[config.mk]
export PLATFORM = sky130hd
export DESIGN_NAME = gene_net_sweep_ctrl_flat
export DESIGN_NICKNAME = d
export VERILOG_FILES = /design/src/rtl/gene_net_sweep_ctrl_if.sv /design/src/rtl/gene_net_sweep_ctrl.sv /design/src/flat_wrapper.sv
export SDC_FILE = /design/constraint.sdc
export NUM_CORES = 1
export LEC_CHECK = 0
export CORE_UTILIZATION = 40
export CTS_BUF_LIST = sky130_fd_sc_hd__clkbuf_4 sky130_fd_sc_hd__clkbuf_8 sky130_fd_sc_hd__clkbuf_16
export CTS_CLUSTER_SIZE = 30
export DETAILED_ROUTE_END_ITERATION = 10
export GPL_ROUTABILITY_DRIVEN = 0
export MAX_ROUTING_LAYER = met4
export PLACE_DENSITY_LB_ADDON = 0.12
export SETUP_SLACK_MARGIN = 0.4
export SLEW_MARGIN = 20
export SYNTH_ARGS = -nofsm -noshare
export SYNTH_HDL_FRONTEND = slang
export SYNTH_SLANG_ARGS = --single-unit
[constraint.sdc]
create_clock -name clk -period 2.4 [get_ports clk]
set_input_delay 0.24 -clock clk [delete_from_list [all_inputs] [get_ports clk]]
set_output_delay 0.24 -clock clk [all_outputs]
set_load 0.005 [all_outputs]
[src/rtl/gene_net_sweep_ctrl_if.sv]
// -----------------------------------------------------------------------------
// gene_net_sweep_ctrl_if
// Result-record stream produced by gene_net_sweep_ctrl.
//
// Handshake: the producer raises res_valid with all res_* fields stable and
// keeps them unchanged until it samples res_valid && res_ready on a rising
// clock edge. That edge is the transfer. The consumer may hold res_ready low
// for as long as it likes. res_ready may be asserted before res_valid.
//
// Signals
//   res_valid  producer -> consumer  record present
//   res_ready  consumer -> producer  record accepted
//   res_init   producer -> consumer  init value of the reported run
//   res_kind   producer -> consumer  01 fixed, 10 cycle, 11 timeout
//   res_steps  producer -> consumer  RUN cycles elapsed at detection
//   res_final  producer -> consumer  gene_net state captured at detection
// -----------------------------------------------------------------------------
interface gene_net_sweep_ctrl_if #(
   parameter int WIDTH = 8
);
   logic             res_valid;
   logic             res_ready;
   logic [WIDTH-1:0] res_init;
   logic [1:0]       res_kind;
   logic [WIDTH:0]   res_steps;
   logic [WIDTH-1:0] res_final;

   modport master (
      output res_valid,
      output res_init,
      output res_kind,
      output res_steps,
      output res_final,
      input  res_ready
   );

   modport slave (
      input  res_valid,
      input  res_init,
      input  res_kind,
      input  res_steps,
      input  res_final,
      output res_ready
   );
endinterface

[src/rtl/gene_net_sweep_ctrl.sv]
// -----------------------------------------------------------------------------
// gene_net_sweep_ctrl
// Sweeps every nonzero initial state 1..2^WIDTH-1 through the gene network.
// For each init value it holds the value for SETTLE cycles (LOAD). It then
// watches the fixed-point / cycle checker flags for up to MAX_STEPS cycles
// (RUN). It reports the outcome as one record on the result stream (REPORT).
//
// Build option: define SWEEP_STATS_EN to build the saturating outcome tallies.
// Without it, fixed_cnt/cycle_cnt/timeout_cnt are tied to zero.
//
// Ports
//   clk, rst      rising-edge clock, synchronous active-high reset
//   start         begin a sweep (honoured in IDLE and DONE only)
//   init_val_out  init value driven to gene_net / checkers (init_val_chk)
//   x_in          current gene_net state
//   fixed_in      fixed-point checker flag
//   cycle_in      cycle checker flag
//   res           result record stream (gene_net_sweep_ctrl_if.master)
//   busy          high in LOAD / RUN / REPORT
//   done          sweep complete (DONE state)
//   fixed_cnt, cycle_cnt, timeout_cnt  outcome tallies
//   state_dbg     current FSM state encoding (IDLE=0 LOAD=1 RUN=2 REPORT=3
//                 DONE=4)
// -----------------------------------------------------------------------------
module gene_net_sweep_ctrl #(
   parameter int WIDTH     = 8,
   parameter int SETTLE    = 2,
   parameter int MAX_STEPS = 300
) (
   input  logic                   clk,
   input  logic                   rst,
   input  logic                   start,
   output logic [WIDTH-1:0]       init_val_out,
   input  logic [WIDTH-1:0]       x_in,
   input  logic                   fixed_in,
   input  logic                   cycle_in,
   gene_net_sweep_ctrl_if.master  res,
   output logic                   busy,
   output logic                   done,
   output logic [WIDTH-1:0]       fixed_cnt,
   output logic [WIDTH-1:0]       cycle_cnt,
   output logic [WIDTH-1:0]       timeout_cnt,
   output logic [2:0]             state_dbg
);

   typedef enum logic [2:0] {
      S_IDLE   = 3'd0,
      S_LOAD   = 3'd1,
      S_RUN    = 3'd2,
      S_REPORT = 3'd3,
      S_DONE   = 3'd4
   } state_t;

   localparam int SW = (SETTLE > 1) ? $clog2(SETTLE) : 1;
   localparam logic [WIDTH-1:0] INIT_LAST = '1;
   localparam logic [1:0] KIND_FIXED   = 2'b01;
   localparam logic [1:0] KIND_CYCLE   = 2'b10;
   localparam logic [1:0] KIND_TIMEOUT = 2'b11;

   state_t           state, state_next;
   logic [SW-1:0]    settle_cnt;
   logic [WIDTH:0]   step_cnt;
   logic [WIDTH-1:0] init_q;
   logic [WIDTH-1:0] res_init_q;
   logic [1:0]       res_kind_q;
   logic [WIDTH:0]   res_steps_q;
   logic [WIDTH-1:0] res_final_q;

   // Control strobes decoded by the next-state logic.
   logic       start_sweep;
   logic       run_exit;
   logic [1:0] kind_next;
   logic       xfer;
   logic       settle_last;
   logic       step_last;

   assign settle_last = (settle_cnt == SW'(SETTLE - 1));
   assign step_last   = (step_cnt == (WIDTH+1)'(MAX_STEPS - 1));

   // ---------------------------------------------------------------- state reg
   always_ff @(posedge clk) begin
      if (rst) state <= S_IDLE;
      else     state <= state_next;
   end

   // ------------------------------------------------- next state and outputs
   always_comb begin
      state_next  = state;
      start_sweep = 1'b0;
      run_exit    = 1'b0;
      kind_next   = 2'b00;
      xfer        = 1'b0;
      busy        = 1'b0;
      done        = 1'b0;
      case (state)
         S_IDLE: begin
            if (start) begin
               start_sweep = 1'b1;
               state_next  = S_LOAD;
            end
         end
         S_LOAD: begin
            busy = 1'b1;
            // Checker flags reflect the previous init value here; ignore them.
            if (settle_last) state_next = S_RUN;
         end
         S_RUN: begin
            busy = 1'b1;
            // Fixed wins over cycle, and either flag wins over the timeout.
            if (fixed_in) begin
               run_exit  = 1'b1;
               kind_next = KIND_FIXED;
            end else if (cycle_in) begin
               run_exit  = 1'b1;
               kind_next = KIND_CYCLE;
            end else if (step_last) begin
               run_exit  = 1'b1;
               kind_next = KIND_TIMEOUT;
            end
            if (run_exit) state_next = S_REPORT;
         end
         S_REPORT: begin
            busy = 1'b1;
            if (res.res_ready) begin
               xfer       = 1'b1;
               state_next = (init_q == INIT_LAST) ? S_DONE : S_LOAD;
            end
         end
         S_DONE: begin
            done = 1'b1;
            if (start) begin
               start_sweep = 1'b1;
               state_next  = S_LOAD;
            end
         end
         default: state_next = S_IDLE;
      endcase
   end

   // ---------------------------------------------------------------- datapath
   always_ff @(posedge clk) begin
      if (rst) begin
         init_q      <= '0;
         settle_cnt  <= '0;
         step_cnt    <= '0;
         res_init_q  <= '0;
         res_kind_q  <= '0;
         res_steps_q <= '0;
         res_final_q <= '0;
      end else begin
         if (start_sweep) begin
            init_q     <= WIDTH'(1);
            settle_cnt <= '0;
         end
         if (state == S_LOAD) begin
            settle_cnt <= settle_cnt + 1'b1;
            step_cnt   <= '0;
         end
         if (state == S_RUN) begin
            step_cnt <= step_cnt + 1'b1;
            if (run_exit) begin
               res_init_q  <= init_q;
               res_kind_q  <= kind_next;
               res_steps_q <= step_cnt + 1'b1;
               res_final_q <= x_in;
            end
         end
         // After the last init value the bus returns to the 0 sentinel.
         if (xfer) begin
            settle_cnt <= '0;
            if (init_q == INIT_LAST) init_q <= '0;
            else                     init_q <= init_q + 1'b1;
         end
      end
   end

   // ----------------------------------------------------------------- tallies
`ifdef SWEEP_STATS_EN
   logic [WIDTH-1:0] fixed_q, cycle_q, timeout_q;

   always_ff @(posedge clk) begin
      if (rst || start_sweep) begin
         fixed_q   <= '0;
         cycle_q   <= '0;
         timeout_q <= '0;
      end else if (xfer) begin
         // Saturate at all-ones rather than wrapping.
         case (res_kind_q)
            KIND_FIXED:   if (fixed_q   != '1) fixed_q   <= fixed_q   + 1'b1;
            KIND_CYCLE:   if (cycle_q   != '1) cycle_q   <= cycle_q   + 1'b1;
            KIND_TIMEOUT: if (timeout_q != '1) timeout_q <= timeout_q + 1'b1;
            default: ;
         endcase
      end
   end

   assign fixed_cnt   = fixed_q;
   assign cycle_cnt   = cycle_q;
   assign timeout_cnt = timeout_q;
`else
   assign fixed_cnt   = '0;
   assign cycle_cnt   = '0;
   assign timeout_cnt = '0;
`endif

   // ----------------------------------------------------------------- outputs
   assign init_val_out  = init_q;
   assign res.res_valid = (state == S_REPORT);
   assign res.res_init  = res_init_q;
   assign res.res_kind  = res_kind_q;
   assign res.res_steps = res_steps_q;
   assign res.res_final = res_final_q;
   assign state_dbg     = state;

endmodule

[src/flat_wrapper.sv]
// flat-port wrapper written by rule: the top's interface ports become plain ports
module gene_net_sweep_ctrl_flat 
#(
   parameter int WIDTH     = 8,
   parameter int SETTLE    = 2,
   parameter int MAX_STEPS = 300
)
  (clk, rst, start, init_val_out, x_in, fixed_in, cycle_in, busy, done, fixed_cnt, cycle_cnt, timeout_cnt, state_dbg, res_res_valid, res_res_init, res_res_kind, res_res_steps, res_res_final, res_res_ready);
  gene_net_sweep_ctrl_if #(.WIDTH(WIDTH)) res_i ();
  input  logic clk;
  input  logic rst;
  input  logic start;
  output logic [WIDTH-1:0] init_val_out;
  input  logic [WIDTH-1:0] x_in;
  input  logic fixed_in;
  input  logic cycle_in;
  output logic busy;
  output logic done;
  output logic [WIDTH-1:0] fixed_cnt;
  output logic [WIDTH-1:0] cycle_cnt;
  output logic [WIDTH-1:0] timeout_cnt;
  output logic [2:0] state_dbg;
  output wire logic [$bits(res_i.res_valid)-1:0] res_res_valid;
  output wire logic [$bits(res_i.res_init)-1:0] res_res_init;
  output wire logic [$bits(res_i.res_kind)-1:0] res_res_kind;
  output wire logic [$bits(res_i.res_steps)-1:0] res_res_steps;
  output wire logic [$bits(res_i.res_final)-1:0] res_res_final;
  input wire logic [$bits(res_i.res_ready)-1:0] res_res_ready;
  assign res_res_valid = res_i.res_valid;
  assign res_res_init = res_i.res_init;
  assign res_res_kind = res_i.res_kind;
  assign res_res_steps = res_i.res_steps;
  assign res_res_final = res_i.res_final;
  assign res_i.res_ready = res_res_ready;
  gene_net_sweep_ctrl #(.WIDTH(WIDTH), .SETTLE(SETTLE), .MAX_STEPS(MAX_STEPS)) u_core (.clk(clk), .rst(rst), .start(start), .init_val_out(init_val_out), .x_in(x_in), .fixed_in(fixed_in), .cycle_in(cycle_in), .res(res_i), .busy(busy), .done(done), .fixed_cnt(fixed_cnt), .cycle_cnt(cycle_cnt), .timeout_cnt(timeout_cnt), .state_dbg(state_dbg));
endmodule
==> summary.md <==
### Run status
- status: finished, final reports clean

### Clocking
- count of hold-fix buffers inserted at cts: 0
- Clock H-tree levels: 2
- Inserted Clock Buffers: 5
- CTS Buffer Depth: 2
- later-pin clock latency in the skew report: 0.30 ns
- library cell used as clock root buffer: clkbuf_8
- clock tree from TritonCTS: done
- Worst-path clk slew: 0.09 ns
- Num Clock Sinks: 48

### Floorplan
- Die Span Y: 82.3 um
- area enclosed by the die boundary: 6770 sq um
- Core Area: 6060 sq um
- site row count: 28
- number of top-level pins: 79
- Die X-Extent: 82.3 um
- Initial Util: 0.426

### Hold path
- number of instances on the worst hold path: 2
- Hold/Removal Path Class: reg2reg
- WHS Endpoint: u_core.res.res_init[1]$_SDFFE_PP0P_
- hold path startpoint: u_core.res.res_init[1]$_SDFFE_PP0P_

### STA
- share of the clock period used by the worst path: 0.809
- Setup TNS Final: 0 ns
- unrepaired setup endpoints after global routing: yes
- total setup violations reported at the end of the flow: 0
- Highest Clock Rate: 515 MHz
- transition at the pin with the smallest max-transition slack: 0.606 ns
- clock period minus final worst setup slack: 1.94 ns
- Worst Hold Margin: 0.479 ns
- final hold violations: 0
- crit path setup slack, layout: 0.458 ns
- fin. max-slew vios: 0
- post-route clock skew: 0.00516 ns
- Slew headroom: 0.596

### Synth
- yosys synthesis warning count: 0
- Seq cells post-synth: 48
- Avg Cell Area, Syn: 8.01 sq um
- post-synth design cell area: 2580 sq um
- commonest register cell after synthesis: dfxtp_1
- count of unique library cells instantiated by Yosys: 52
- most frequent cell after synthesis: dfxtp_1
- share of synthesized flip-flops with an asynchronous set or reset: 0
- Area contributors post-synth: dfxtp_1 37%, a21oi_1 8.7%, buf_4 7.6%
- sequential element share of the synthesized area: 0.372
- number of enable-type register cells in the synthesized netlist: 0
- share of the synthesized area in the top cell type: 0.372
- largest area contributor in the netlist: dfxtp_1
- most instantiated cells after synthesis: 48 x dfxtp_1, 45 x a21oi_1, 32 x o21ai_0
- Gate Count Post-Synth: 322

### Drt
- routed wire length per instance: 14.9 um
- DRT antenna net count: 0
- average via count per standard cell: 5.49
- Initial DRC Count: 237
- DR pass1 iterations: 4
- Remaining DRCs: 0
- total wirelength of the detailed-routed design: 6.61 mm
- routed via count: 2444

### Global routing
- first-pass GRT wire length: 9.83 mm
- pin count of the biggest net entering global routing: 29
- global-route congestion overflow total: 0
- overall routing resource usage: 0.196
- number of antenna violations at the first check in global routing: 0
- vias in the first global route: 1970

### Cells and area
- synthesis-to-layout area growth: 24.6%
- non-filler cells in the finished layout: 445
- fin nets: 385
- Layout fillers: 581
- fraction of final layout cells with drive strength greater than 1: 0.0784
- number of inserted diodes: 0

### Run
- max-cap violations: 0

### Placement
- worst setup slack before clock tree synthesis: 0.381 ns
- Cells after DPL: 434
- Port-buffer cells: 54
- sum of net half-perimeters after detailed placement: 4.38 mm

### Setup path
- sort of element at the start of the critical path: flop
- maximum fanout along the worst path: 23
- Critical Path End Type: primary output
- startpoint of the most critical register-to-register path: u_core.step_cnt[0]$_SDFFE_PP0P_
- kind of critical path: reg2out
- R2R cell count: 5
- minimum setup slack among reg-to-reg paths: 0.55 ns
- data required time of the critical path: 2.16 ns
- Critical R2R Capture: u_core.res.res_steps[5]$_SDFFE_PP0P_
- data arrival time at the worst-slack endpoint: 1.70 ns

### Power
- Pleak: 1.03 nW
- power density over the cells: 760 nW/um^2
- maximum resistive drop on vdd: 459 uV

## timing repair
action,in CTS,in global routing
setup endpoints to repair,7,29
buffers inserted,0,2
pin swaps,0,2
gates cloned,0,1
resized for setup,3,5
## layout by cell type (no fill, tap or decap), drive strengths merged, types with 4 or more instances in the layout
cell type and n:
and3 4, nand2b 8, inv 4, nor2 15, a21oi 45, conb 24, clkbuf 6, xnor2 5
nor3 4, or3 5, nand2 21, dfxtp 48, a211oi 7, o21ai 33, and2 4, nand3 25
a31oi 5, clkdlybuf4s50 54, o31ai 4, buf 9
## metrics by stage
| step | util | total power (W) | area (sq um) |
|---|---|---|---|
| 2_1_floorplan | - | 0.00157 | 2670 |
| 3_5_place_dp | 0.506 | 0.00189 | 3070 |
| 5_1_grt | 0.531 | 0.00261 | 3220 |
| 4_1_cts | 0.523 | 0.00242 | 3170 |
| 6_report | 0.531 | 0.00244 | 3220 |
| 3_3_place_gp | 0.506 | 0.00189 | 3070 |
## worst max-delay path: stages (launching register included)
cell	delay [ns]
dfxtp_4	0.50
nand2b_1	0.19
nor2_2	0.18
clkdlybuf4s50_1	0.52
## state kept, by name, indices dropped and copies added (netlist names)
signal                cells
u_core.init_val_out       8
u_core.res.res_final      8
u_core.res.res_init       8
u_core.res.res_kind       2
u_core.res.res_steps      9
u_core.settle_cnt         1
u_core.state_dbg          3
u_core.step_cnt           9
## metal layers
| layer | GRT usage | routed length (um) | vias to the layer above |
|---|---|---|---|
| li1 | - | - | 1215 |
| met3 | 0.0363 | 394 | 5 |
| met1 | 0.264 | 3180 | 1144 |
| met4 | 0.0632 | 74 | 0 |
| met5 | - | 0 | - |
| met2 | 0.296 | 2960 | 80 |
## how the worst max path moves through the flow
stage | from | end | slack, ns | cells after the start
final | u_core.state_dbg[0]$_SDFFE_PP0P_ | res_res_valid | 0.46 | 3
after global routing | u_core.step_cnt[0]$_SDFFE_PP0P_ | u_core.res.res_steps[1]$_SDFFE_PP0P_ | 0.35 | 6
after CTS | u_core.state_dbg[0]$_SDFFE_PP0P_ | done | 0.39 | 3
after detailed placement | u_core.state_dbg[0]$_SDFFE_PP0P_ | done | 0.38 | 3
after global placement | u_core.state_dbg[0]$_SDFFE_PP0P_ | done | 0.41 | 3
after floorplan | u_core.step_cnt[0]$_SDFFE_PP0P_ | u_core.res.res_steps[0]$_SDFFE_PP0P_ | 0.78 | 6
## power by group
| part | total [W] | internal (W) | leakage (nW) | switching (W) |
|---|---|---|---|---|
| clock | 0.000516 | 0.000234 | 0.0434 | 0.000282 |
| sequential | 0.00102 | 0.000903 | 0.389 | 0.000116 |
| combinational | 0.000910 | 0.000415 | 0.598 | 0.000495 |
| total | 0.00244 | 0.00155 | 1.03 | 0.000893 |
## area by class of cell
type	instances	area, sq um	area share
Clock buffer	6	82.6	0.0257
Clock inverter	2	15.0	0.00467
Inverter	4	15.0	0.00467
Multi-Input combinational cell	247	1440	0.447
Sequential cell	48	965	0.300
Tap cell	75	93.8	0.0292
Timing Repair Buffer	63	608	0.189
## logic make-up (layout without fill, tap and decap cells)
| group | Yosys count | in the layout | share of synthesized area |
|---|---|---|---|
| buffers and inverters | 51 | 75 | 0.116 |
| adder cells (fa/ha/maj) | 2 | 2 | 0.00970 |
| flip-flops | 48 | 48 | 0.372 |
| AO/OA/AOI/OAI | 112 | 112 | 0.255 |
| AND/OR/NAND/NOR | 100 | 101 | 0.216 |
| other | 1 | 24 | 0.00145 |
| XOR/XNOR | 5 | 5 | 0.0170 |
| multiplexers | 3 | 3 | 0.0121 |
(Power assumes the default switching activity.)
